--- config.mk ---
export PLATFORM = sky130hd
export DESIGN_NAME = oam_dma_ctrl_flat
export DESIGN_NICKNAME = d
export VERILOG_FILES = /design/src/rtl/oam_dma_pkg.sv /design/src/rtl/oam_dma_ctrl_if.sv /design/src/rtl/oam_dma_ctrl.sv /design/src/flat_wrapper.sv
export SDC_FILE = /design/constraint.sdc
export NUM_CORES = 1
export LEC_CHECK = 0
export CORE_ASPECT_RATIO = 0.9
export CORE_MARGIN = 1.5
export CORE_UTILIZATION = 25
export CTS_CLUSTER_SIZE = 40
export DETAILED_ROUTE_END_ITERATION = 8
export PLACE_DENSITY = 0.62
export SLEW_MARGIN = 20
export SYNTH_ARGS = -nofsm -noshare
export SYNTH_HDL_FRONTEND = slang
export SYNTH_SLANG_ARGS = --single-unit
--- constraint.sdc ---
create_clock -name clk -period 1.75 [get_ports clk]
set_clock_uncertainty 0.05 [all_clocks]
set_input_delay 0.35 -clock clk [delete_from_list [all_inputs] [get_ports clk]]
set_output_delay 0.35 -clock clk [all_outputs]
set_load 0.1 [all_outputs]
--- src/rtl/oam_dma_pkg.sv ---
// Shared types and default constants for the OAM DMA controller.
package oam_dma_pkg;

  localparam int unsigned IDX_BITS  = 8;
  localparam int unsigned PAGE_BITS = 8;
  localparam int unsigned DMA_LEN   = 160;
  localparam logic [15:0] OAM_BASE  = 16'hFE00;

  typedef enum logic [1:0] {
    IDLE  = 2'd0,
    RUN   = 2'd1,
    DRAIN = 2'd2
  } dma_state_e;

endpackage

--- src/rtl/oam_dma_ctrl_if.sv ---
// Trigger, source-read, destination-write and status signals of the OAM DMA.
interface oam_dma_ctrl_if
  import oam_dma_pkg::*;
#(
  parameter int unsigned p_ADDR_BITS = 16,
  parameter int unsigned p_DATA_BITS = 8
);

  logic                   trig;
  logic [PAGE_BITS-1:0]   trig_page;
  logic [p_ADDR_BITS-1:0] src_addr;
  logic                   src_ren;
  logic [p_DATA_BITS-1:0] src_q;
  logic [p_ADDR_BITS-1:0] dst_addr;
  logic                   dst_wen;
  logic [p_DATA_BITS-1:0] dst_data;
  logic                   busy;
  logic                   done;

  modport master (
    input  trig, trig_page, src_q,
    output src_addr, src_ren, dst_addr, dst_wen, dst_data, busy, done
  );

  modport slave (
    output trig, trig_page, src_q,
    input  src_addr, src_ren, dst_addr, dst_wen, dst_data, busy, done
  );

endinterface

--- src/rtl/oam_dma_ctrl.sv ---
// OAM DMA: copies p_LEN bytes from page {trig_page,00} to p_DST_BASE,
// one byte per cycle, with the write trailing the read by one cycle.
module oam_dma_ctrl
  import oam_dma_pkg::*;
#(
  parameter int unsigned            p_ADDR_BITS = 16,
  parameter int unsigned            p_DATA_BITS = 8,
  parameter int unsigned            p_LEN       = DMA_LEN,
  parameter logic [p_ADDR_BITS-1:0] p_DST_BASE  = p_ADDR_BITS'(OAM_BASE)
) (
  input  logic           clk,
  input  logic           reset,
  oam_dma_ctrl_if.master bus
);

  localparam logic [IDX_BITS-1:0] LAST_IDX = IDX_BITS'(p_LEN - 1);

  dma_state_e           r_state;
  dma_state_e           w_state_nxt;
  logic [PAGE_BITS-1:0] r_page;
  logic [PAGE_BITS-1:0] w_page_nxt;
  logic [IDX_BITS-1:0]  r_rd_idx;
  logic [IDX_BITS-1:0]  w_rd_idx_nxt;
  logic [IDX_BITS-1:0]  r_wr_idx;
  logic                 r_rd_valid;
  logic                 w_rd_valid_nxt;

  logic [p_ADDR_BITS-1:0] w_src_addr;
  logic [p_ADDR_BITS-1:0] w_dst_addr;
  logic [p_DATA_BITS-1:0] w_dst_data;

  // State and counter registers; wr_idx is rd_idx delayed by one cycle.
  always_ff @(posedge clk) begin
    if (reset) begin
      r_state    <= IDLE;
      r_page     <= '0;
      r_rd_idx   <= '0;
      r_wr_idx   <= '0;
      r_rd_valid <= 1'b0;
    end else begin
      r_state    <= w_state_nxt;
      r_page     <= w_page_nxt;
      r_rd_idx   <= w_rd_idx_nxt;
      r_wr_idx   <= r_rd_idx;
      r_rd_valid <= w_rd_valid_nxt;
    end
  end

  // Next-state logic; a trigger in any state (re)starts the transfer.
  always_comb begin
    w_state_nxt    = r_state;
    w_page_nxt     = r_page;
    w_rd_idx_nxt   = r_rd_idx;
    w_rd_valid_nxt = 1'b0;

    case (r_state)
      IDLE: ;
      RUN: begin
        w_rd_idx_nxt   = r_rd_idx + 8'd1;
        w_rd_valid_nxt = 1'b1;
        if (r_rd_idx == LAST_IDX) begin
          w_state_nxt = DRAIN;
        end
      end
      DRAIN:   w_state_nxt = IDLE;
      default: w_state_nxt = IDLE;
    endcase

    // Restart drops the in-flight read so its write never happens.
    if (bus.trig) begin
      w_state_nxt    = RUN;
      w_page_nxt     = bus.trig_page;
      w_rd_idx_nxt   = '0;
      w_rd_valid_nxt = 1'b0;
    end
  end

  assign w_src_addr = p_ADDR_BITS'({r_page, r_rd_idx});
  assign w_dst_addr = p_DST_BASE + p_ADDR_BITS'(r_wr_idx);
  assign w_dst_data = bus.src_q;

  // Outputs decode registered state only; addresses read as zero when idle.
  assign bus.src_ren  = (r_state == RUN);
  assign bus.src_addr = (r_state == RUN) ? w_src_addr : '0;
  assign bus.dst_wen  = r_rd_valid;
  assign bus.dst_addr = r_rd_valid ? w_dst_addr : '0;
  assign bus.dst_data = w_dst_data;
  assign bus.busy     = (r_state != IDLE);
  assign bus.done     = (r_state == DRAIN);

endmodule

--- src/flat_wrapper.sv ---
// flat-port wrapper written by rule: the top's interface ports become plain ports
module oam_dma_ctrl_flat import oam_dma_pkg::*;
#(
  parameter int unsigned            p_ADDR_BITS = 16,
  parameter int unsigned            p_DATA_BITS = 8,
  parameter int unsigned            p_LEN       = DMA_LEN,
  parameter logic [p_ADDR_BITS-1:0] p_DST_BASE  = p_ADDR_BITS'(OAM_BASE)
)
  (clk, reset, bus_trig, bus_trig_page, bus_src_q, bus_src_addr, bus_src_ren, bus_dst_addr, bus_dst_wen, bus_dst_data, bus_busy, bus_done);
  oam_dma_ctrl_if #(.p_ADDR_BITS(p_ADDR_BITS), .p_DATA_BITS(p_DATA_BITS)) bus_i ();
  input  logic clk;
  input  logic reset;
  input wire logic [$bits(bus_i.trig)-1:0] bus_trig;
  input wire logic [$bits(bus_i.trig_page)-1:0] bus_trig_page;
  input wire logic [$bits(bus_i.src_q)-1:0] bus_src_q;
  output wire logic [$bits(bus_i.src_addr)-1:0] bus_src_addr;
  output wire logic [$bits(bus_i.src_ren)-1:0] bus_src_ren;
  output wire logic [$bits(bus_i.dst_addr)-1:0] bus_dst_addr;
  output wire logic [$bits(bus_i.dst_wen)-1:0] bus_dst_wen;
  output wire logic [$bits(bus_i.dst_data)-1:0] bus_dst_data;
  output wire logic [$bits(bus_i.busy)-1:0] bus_busy;
  output wire logic [$bits(bus_i.done)-1:0] bus_done;
  assign bus_i.trig = bus_trig;
  assign bus_i.trig_page = bus_trig_page;
  assign bus_i.src_q = bus_src_q;
  assign bus_src_addr = bus_i.src_addr;
  assign bus_src_ren = bus_i.src_ren;
  assign bus_dst_addr = bus_i.dst_addr;
  assign bus_dst_wen = bus_i.dst_wen;
  assign bus_dst_data = bus_i.dst_data;
  assign bus_busy = bus_i.busy;
  assign bus_done = bus_i.done;
  oam_dma_ctrl #(.p_ADDR_BITS(p_ADDR_BITS), .p_DATA_BITS(p_DATA_BITS), .p_LEN(p_LEN), .p_DST_BASE(p_DST_BASE)) u_core (.clk(clk), .reset(reset), .bus(bus_i));
endmodule
Word-level counts from Yosys, hierarchy flattened

Index checks and enable logic that the tools add are counted.

Flip-flop bits (word level): 27
Output and inout port bits: 44

Add/sub/neg operators: 2
Equal/unequal tests: 6
Multiplexer cells: 6
Bitwise operators: 1
Reduce and logical (&&, ||, !) cells: 5

Operators by type and width:

| cell                                           | count |
|---|---|
| two-way mux 16 bit                             | 2 |
| adder 10 x 9 -> 11 bit (first input constant)  | 1 |
| adder 8 x 1 -> 8 bit (second input constant)   | 1 |
| == test 8 bit (second input constant)          | 1 |
| case mux 2 bit (2 select lines)                | 1 |
| AND reduction 2 bit                            | 2 |
| != test 3 x 2 -> 1 bit (second input constant) | 1 |
| == test 2 x 1 -> 1 bit (second input constant) | 1 |
| == test 2 bit (second input constant)          | 1 |
| logical NOT 2 bit                              | 1 |
| two-way mux 1 bit                              | 2 |
| two-way mux 2 bit                              | 1 |
| != test 2 x 1 -> 1 bit (second input constant) | 1 |
| != test 2 bit (second input constant)          | 1 |
| nonzero test 2 bit                             | 1 |
| OR reduction 2 bit                             | 1 |
| NOT 1 bit                                      | 1 |

Logic depth before layout (Yosys ltp)

Gate-level depths: netlist (run 1).

Depth in word-level cells: 4
Mapped depth: 4

Worst setup path before layout (run 1)

OpenSTA, ideal clock, no wires.

Path kind: flip-flop to output port
From: reg u_core.r_state[0]
To: out bus_src_addr[10]
Arrival: 2.113 ns
Required time: 1.350 ns
Slack: -0.763 ns
Cell stages (with the launch flop): 5
Buffers on the path: 1
Path through: dfxtp_1 > or2b_1 > inv_1 > buf_2 > and2_1

Word-level cells in the longest chain between the ends: 2

RTL lines:

| element                | line               | text |
|---|---|---|
| start, declared        | oam_dma_ctrl.sv:18 | `dma_state_e r_state;` |
| start signal, assigned | oam_dma_ctrl.sv:41 | `r_state <= w_state_nxt;` |
| == test 2 x 1 -> 1 bit | n/a                |  |
| net bus_src_ren        | flat_wrapper.sv:17 | `output wire logic [$bits(bus_i.src_ren)-1:0] bus_src_ren;` |
| two-way mux 16 bit     | oam_dma_ctrl.sv:84 | `assign bus.src_addr = (r_state == RUN) ? w_src_addr : '0;` |
| end, declared          | flat_wrapper.sv:16 | `output wire logic [$bits(bus_i.src_addr)-1:0] bus_src_addr;` |

The timed path passes the listed nets, and every way through them passes these cells.

Worst setup path in the final report (run 1)

From: reg u_core.r_state[1]
To: out bus_src_addr[9]

Word-level cells in the longest chain between the ends: 2

RTL lines:

| element                | line |
|---|---|
| == test 2 x 1 -> 1 bit | oam_dma_ctrl.sv:84 |
| two-way mux 16 bit     | oam_dma_ctrl.sv:84 |

Every way passes these cells.

==> tab_implementation.tex, run 1 <==
\begin{tabular}{lr}
\hline
Metric & Value \\
\hline
\multicolumn{2}{l}{\textbf{Synth}} \\
\quad Synthesized area per cell & approximately 9.0 um2 \\
\quad Number of synthesized register bits & 27 \\
\quad Post-Synthesis Cell Area & about 1300 um2 \\
\quad Cell count after synthesis & 141 \\
\quad Yosys Warn Count & 0 \\
\quad Post-Syn Nets & 161 \\
\quad Yosys cell types & 29 \\
\quad Sequential element share of the synthesized area & 0.428 \\
\multicolumn{2}{l}{\textbf{Clock network}} \\
\quad Clock input transition at the sequential cells of the worst setup and hold paths & 0.09 ns \\
\quad Master cell of the clock root buffer & clkbuf\_8 \\
\quad Clock tree from TritonCTS & yes \\
\quad Number of hold-repair buffers added at the cts stage & 0 \\
\quad Num Clock Sinks & 27 \\
\quad Depth of the CTS H-tree & 1 \\
\quad Clk buf depth & 2 \\
\quad Number of buffers added by the clock tree synthesis step & 3 \\
\quad Clock latency at the later pin of the worst-skew pair & about 0.27 ns \\
\multicolumn{2}{l}{\textbf{Critical path}} \\
\quad Type of the worst setup path & reg -> out \\
\quad Startpoint kind of the worst setup timing path & flop \\
\quad Kind of end point of the critical path & output port \\
\quad Launch point of the critical path & u\_core.r\_state[1] \\
\quad Reg2Reg Setup Slack & 0.18 ns \\
\quad Worst R2R Start & u\_core.r\_rd\_idx[2] \\
\quad Reg2Reg Capture Point & u\_core.r\_rd\_idx[7] \\
\quad Peak fanout along the critical path & 7 \\
\quad R2R depth & 4 \\
\quad CP arrival & roughly 1.4 ns \\
\quad Crit path required time & 1.35 ns \\
\multicolumn{2}{l}{\textbf{Worst hold path}} \\
\quad Launch point of the worst hold path & u\_core.r\_page[7] \\
\quad Min-Delay Path Class & reg -> reg \\
\quad Endpoint of the worst hold path & u\_core.r\_page[7] \\
\quad Number of cells on the worst hold path & 2 \\
\multicolumn{2}{l}{\textbf{Floorplan}} \\
\quad Die Span Y & 70.4 um \\
\quad Number of top-level pins & 63 \\
\quad CORE AREA & 4860 um2 \\
\quad Area of the die & 5490 um2 \\
\quad Site row count & 24 \\
\quad Starting density of the core & 0.260 \\
\quad Width of the chip & 77.9 um \\
\multicolumn{2}{l}{\textbf{Detailed routing}} \\
\quad Initial drt markers & 54 \\
\quad Final ANT Viol Nets & 0 \\
\quad Vias/cell & 4.16 \\
\quad Overall via count from detail\_route & 1020 \\
\quad First-pass detailed-route iteration total & 4 \\
\quad Post-detailed-routing wire length & 2800 um \\
\quad DRC errors left & 0 \\
\quad Mean routed wirelength per cell & 11.4 um \\
\multicolumn{2}{l}{\textbf{Final layout}} \\
\quad Final layout net count & 201 \\
\quad Layout cell share with drive strength beyond 1 & 0.461 \\
\quad Number of inserted filler cells in the final layout & 469 \\
\quad Layout area overhead & 72.5\% \\
\quad Sequential cell area & 544 um2 \\
\quad Area occupied by multi-input gates & about 600 um2 \\
\quad Antenna diode count & 0 \\
\multicolumn{2}{l}{\textbf{Placement}} \\
\quad Final RePlAce weighted congestion & 0.735 \\
\quad Worst Setup Slack post-DPL & 0.106 ns \\
\quad Port bufs & between 40 and 50 \\
\quad Post-detailed-placement half-perimeter wirelength & 1970 um \\
\multicolumn{2}{l}{\textbf{Global route}} \\
\quad First-pass GRT wire length & $\sim$4600 um \\
\quad Leftover overflow at the end of global routing & 0 \\
\quad Initial antenna violation count & 0 \\
\quad Total routing resource utilization after global routing & 0.107 \\
\quad Pin count of the biggest net entering global routing & 19 \\
\quad Via count of the first global-routing pass & 967 \\
\multicolumn{2}{l}{\textbf{STA}} \\
\quad Fmax & between 500 and 600 MHz \\
\quad Setup repair after global routing missed its margin & yes \\
\quad Fin crit period & 1.77 ns \\
\quad Setup violation total in the final timing report & 10 \\
\quad Post-Route Hold Slack & 0.445 ns \\
\quad Setup slack of the critical path after layout & -0.0195 ns \\
\quad Final Hold Fails & 0 \\
\quad Final-report max-slew violation count & 0 \\
\quad Share of the clock period used by the worst path & 1.01 \\
\multicolumn{2}{l}{\textbf{Pwr}} \\
\quad Power consumption & $\sim$1.3 mW \\
\quad Leakage power & $\sim$0.87 nW \\
\quad Pwr Density & 601 nW/um2 \\
\quad VDD IR-drop max & 0.268 mV \\
\multicolumn{2}{l}{\textbf{Job}} \\
\quad Number of max-cap violations & 0 \\
\multicolumn{2}{l}{\textbf{Run status}} \\
\quad Result of the run & finished, violations left \\
\quad Violated checks & negative setup slack \\
\hline
\end{tabular}
-- worst max-delay path by stage --
stage                                   to  cells past startpoint
after global routing       bus_src_addr[8]                      4
final                      bus_src_addr[9]                      4
after detailed placement   bus_src_addr[0]                      4
after floorplan            bus_src_addr[5]                      2
after CTS                  bus_src_addr[7]                      4
after global placement    bus_src_addr[15]                      4
-- cell families (layout without fill, tap and decap cells) --
logic type / Yosys count / count (layout) / share of synthesized area
other: 1 / 1 / 0.00297
and+or+nand+nor: 63 / 63 / 0.283
adders and majority gates: 1 / 1 / 0.00991
muxes: 8 / 8 / 0.0634
DFF: 27 / 27 / 0.428
xor gates and xnor gates: 2 / 2 / 0.0139
AOI/OAI and AO/OA: 13 / 13 / 0.0595
buffers and inverters: 26 / 65 / 0.139
-- power breakdown --
group / leakage, nW / switching (mW) / internal [mW]
Combinational: 0.628 / 0.190 / 0.121
Clock: 0.0228 / 0.193 / 0.163
Sequential: 0.221 / 0.0122 / 0.630
Total: 0.871 / 0.395 / 0.915
-- cells in the mapped netlist --
cell type / number / area, um2
buf_6: 2 / 22.5
clkbuf_1: 2 / 7.51
nor2b_1: 8 / 50.1
or4_1: 2 / 15.0
inv_1: 4 / 15.0
nand4_1: 1 / 6.26
or3_2: 2 / 15.0
dfxtp_1: 27 / 541
nand4bb_1: 1 / 11.3
buf_4: 16 / 120
o21a_1: 2 / 15.0
or2b_1: 1 / 7.51
nand2_1: 5 / 18.8
ha_1: 1 / 12.5
nor4_1: 1 / 6.26
nand3_1: 1 / 5.00
conb_1: 1 / 3.75
xnor2_1: 1 / 8.76
nor3_1: 1 / 5.00
and2_1: 22 / 138
xor2_1: 1 / 8.76
buf_2: 2 / 10.0
nand3b_1: 2 / 15.0
or2_2: 2 / 12.5
o21ai_0: 3 / 15.0
o31ai_1: 2 / 15.0
mux2i_1: 8 / 80.1
a21oi_1: 6 / 30.0
nor2_1: 14 / 52.6
-- metal layers --
layer	up-vias	wire length, um	track usage	part of all wire
met3	4	132	0.0196	0.047
met5	-	0	0	0
met2	25	1340	0.167	0.48
met1	472	1280	0.142	0.46
met4	0	45	0.0536	0.016
li1	519	-	-	-
-- worst max-delay path: stages (launching register included) --
cell        delay [ns]
dfxtp_2           0.34
or2b_4            0.28
clkinvlp_4        0.14
and2_4            0.17
buf_12            0.16
-- layout make-up --
| type | instances | share of cell area |
|---|---|---|
| clock buffer | 4 | 0.0207 |
| timing repair buffer | 56 | 0.406 |
| inverter | 4 | 0.00804 |
| sequential | 27 | 0.250 |
| tap | 65 | 0.0373 |
| timing repair inverter | 1 | 0.00345 |
| multi-input combinational | 88 | 0.275 |
-- registers in the layout (all words and copies together), names as in the netlist --
register / cells
u_core.r_rd_idx: 8
u_core.r_page: 8
u_core.bus.dst_wen: 1
u_core.r_wr_idx: 8
u_core.r_state: 2
-- stage by stage --
step / util / setup TNS [ns] / cells / area, um2
after floorplan: - / -0.110 / 141 / 1320
after global placement: 0.428 / 0 / 236 / 2080
after detailed placement: 0.428 / 0 / 236 / 2080
after CTS: 0.448 / -0.295 / 245 / 2180
after global routing: 0.448 / -1.02 / 245 / 2180
final: 0.448 / -0.116 / 245 / 2180
-- cell usage in the layout, fill, tap and decap left out, types with 5 or more instances in the layout --
cell type and instances:
mux2i_1 8, nor2b_1 7, buf_4 11, and2_2 13
dfxtp_1 24, and2_4 9, nand2_1 5, buf_12 35
nor2_1 13, a21oi_1 6, clkdlybuf4s50_1 10
-- what timing repair did --
| action | CTS | global route |
|---|---|---|
| pin swaps | 3 | 1 |
| setup buffers | 4 | 0 |
| gates resized for setup | 5 | 0 |
| setup endpoints to repair | 17 | 16 |
| gates cloned | 1 | 0 |
| hold endpoints to repair | 0 | 0 |
(Power assumes the default switching activity.)
==> inputs of run 2 (changes only) <==
--- a/config.mk
+++ b/config.mk
@@ -10,6 +10,8 @@
 export CORE_UTILIZATION = 25
 export CTS_CLUSTER_SIZE = 40
 export DETAILED_ROUTE_END_ITERATION = 8
+export GPL_ROUTABILITY_DRIVEN = 0
+export HOLD_SLACK_MARGIN = 0.12
 export PLACE_DENSITY = 0.62
 export SLEW_MARGIN = 20
 export SYNTH_ARGS = -nofsm -noshare
==> results of run 2 <==
No change in the layout: final DEF, timing and power equal those of run 1.
==> inputs of run 3 (changes only) <==
--- a/config.mk
+++ b/config.mk
@@ -5,6 +5,7 @@
 export SDC_FILE = /design/constraint.sdc
 export NUM_CORES = 1
 export LEC_CHECK = 0
+export CAP_MARGIN = 20
 export CORE_ASPECT_RATIO = 0.9
 export CORE_MARGIN = 1.5
 export CORE_UTILIZATION = 25
==> results of run 3 <==
No change in the layout: final DEF, timing and power equal those of run 1.
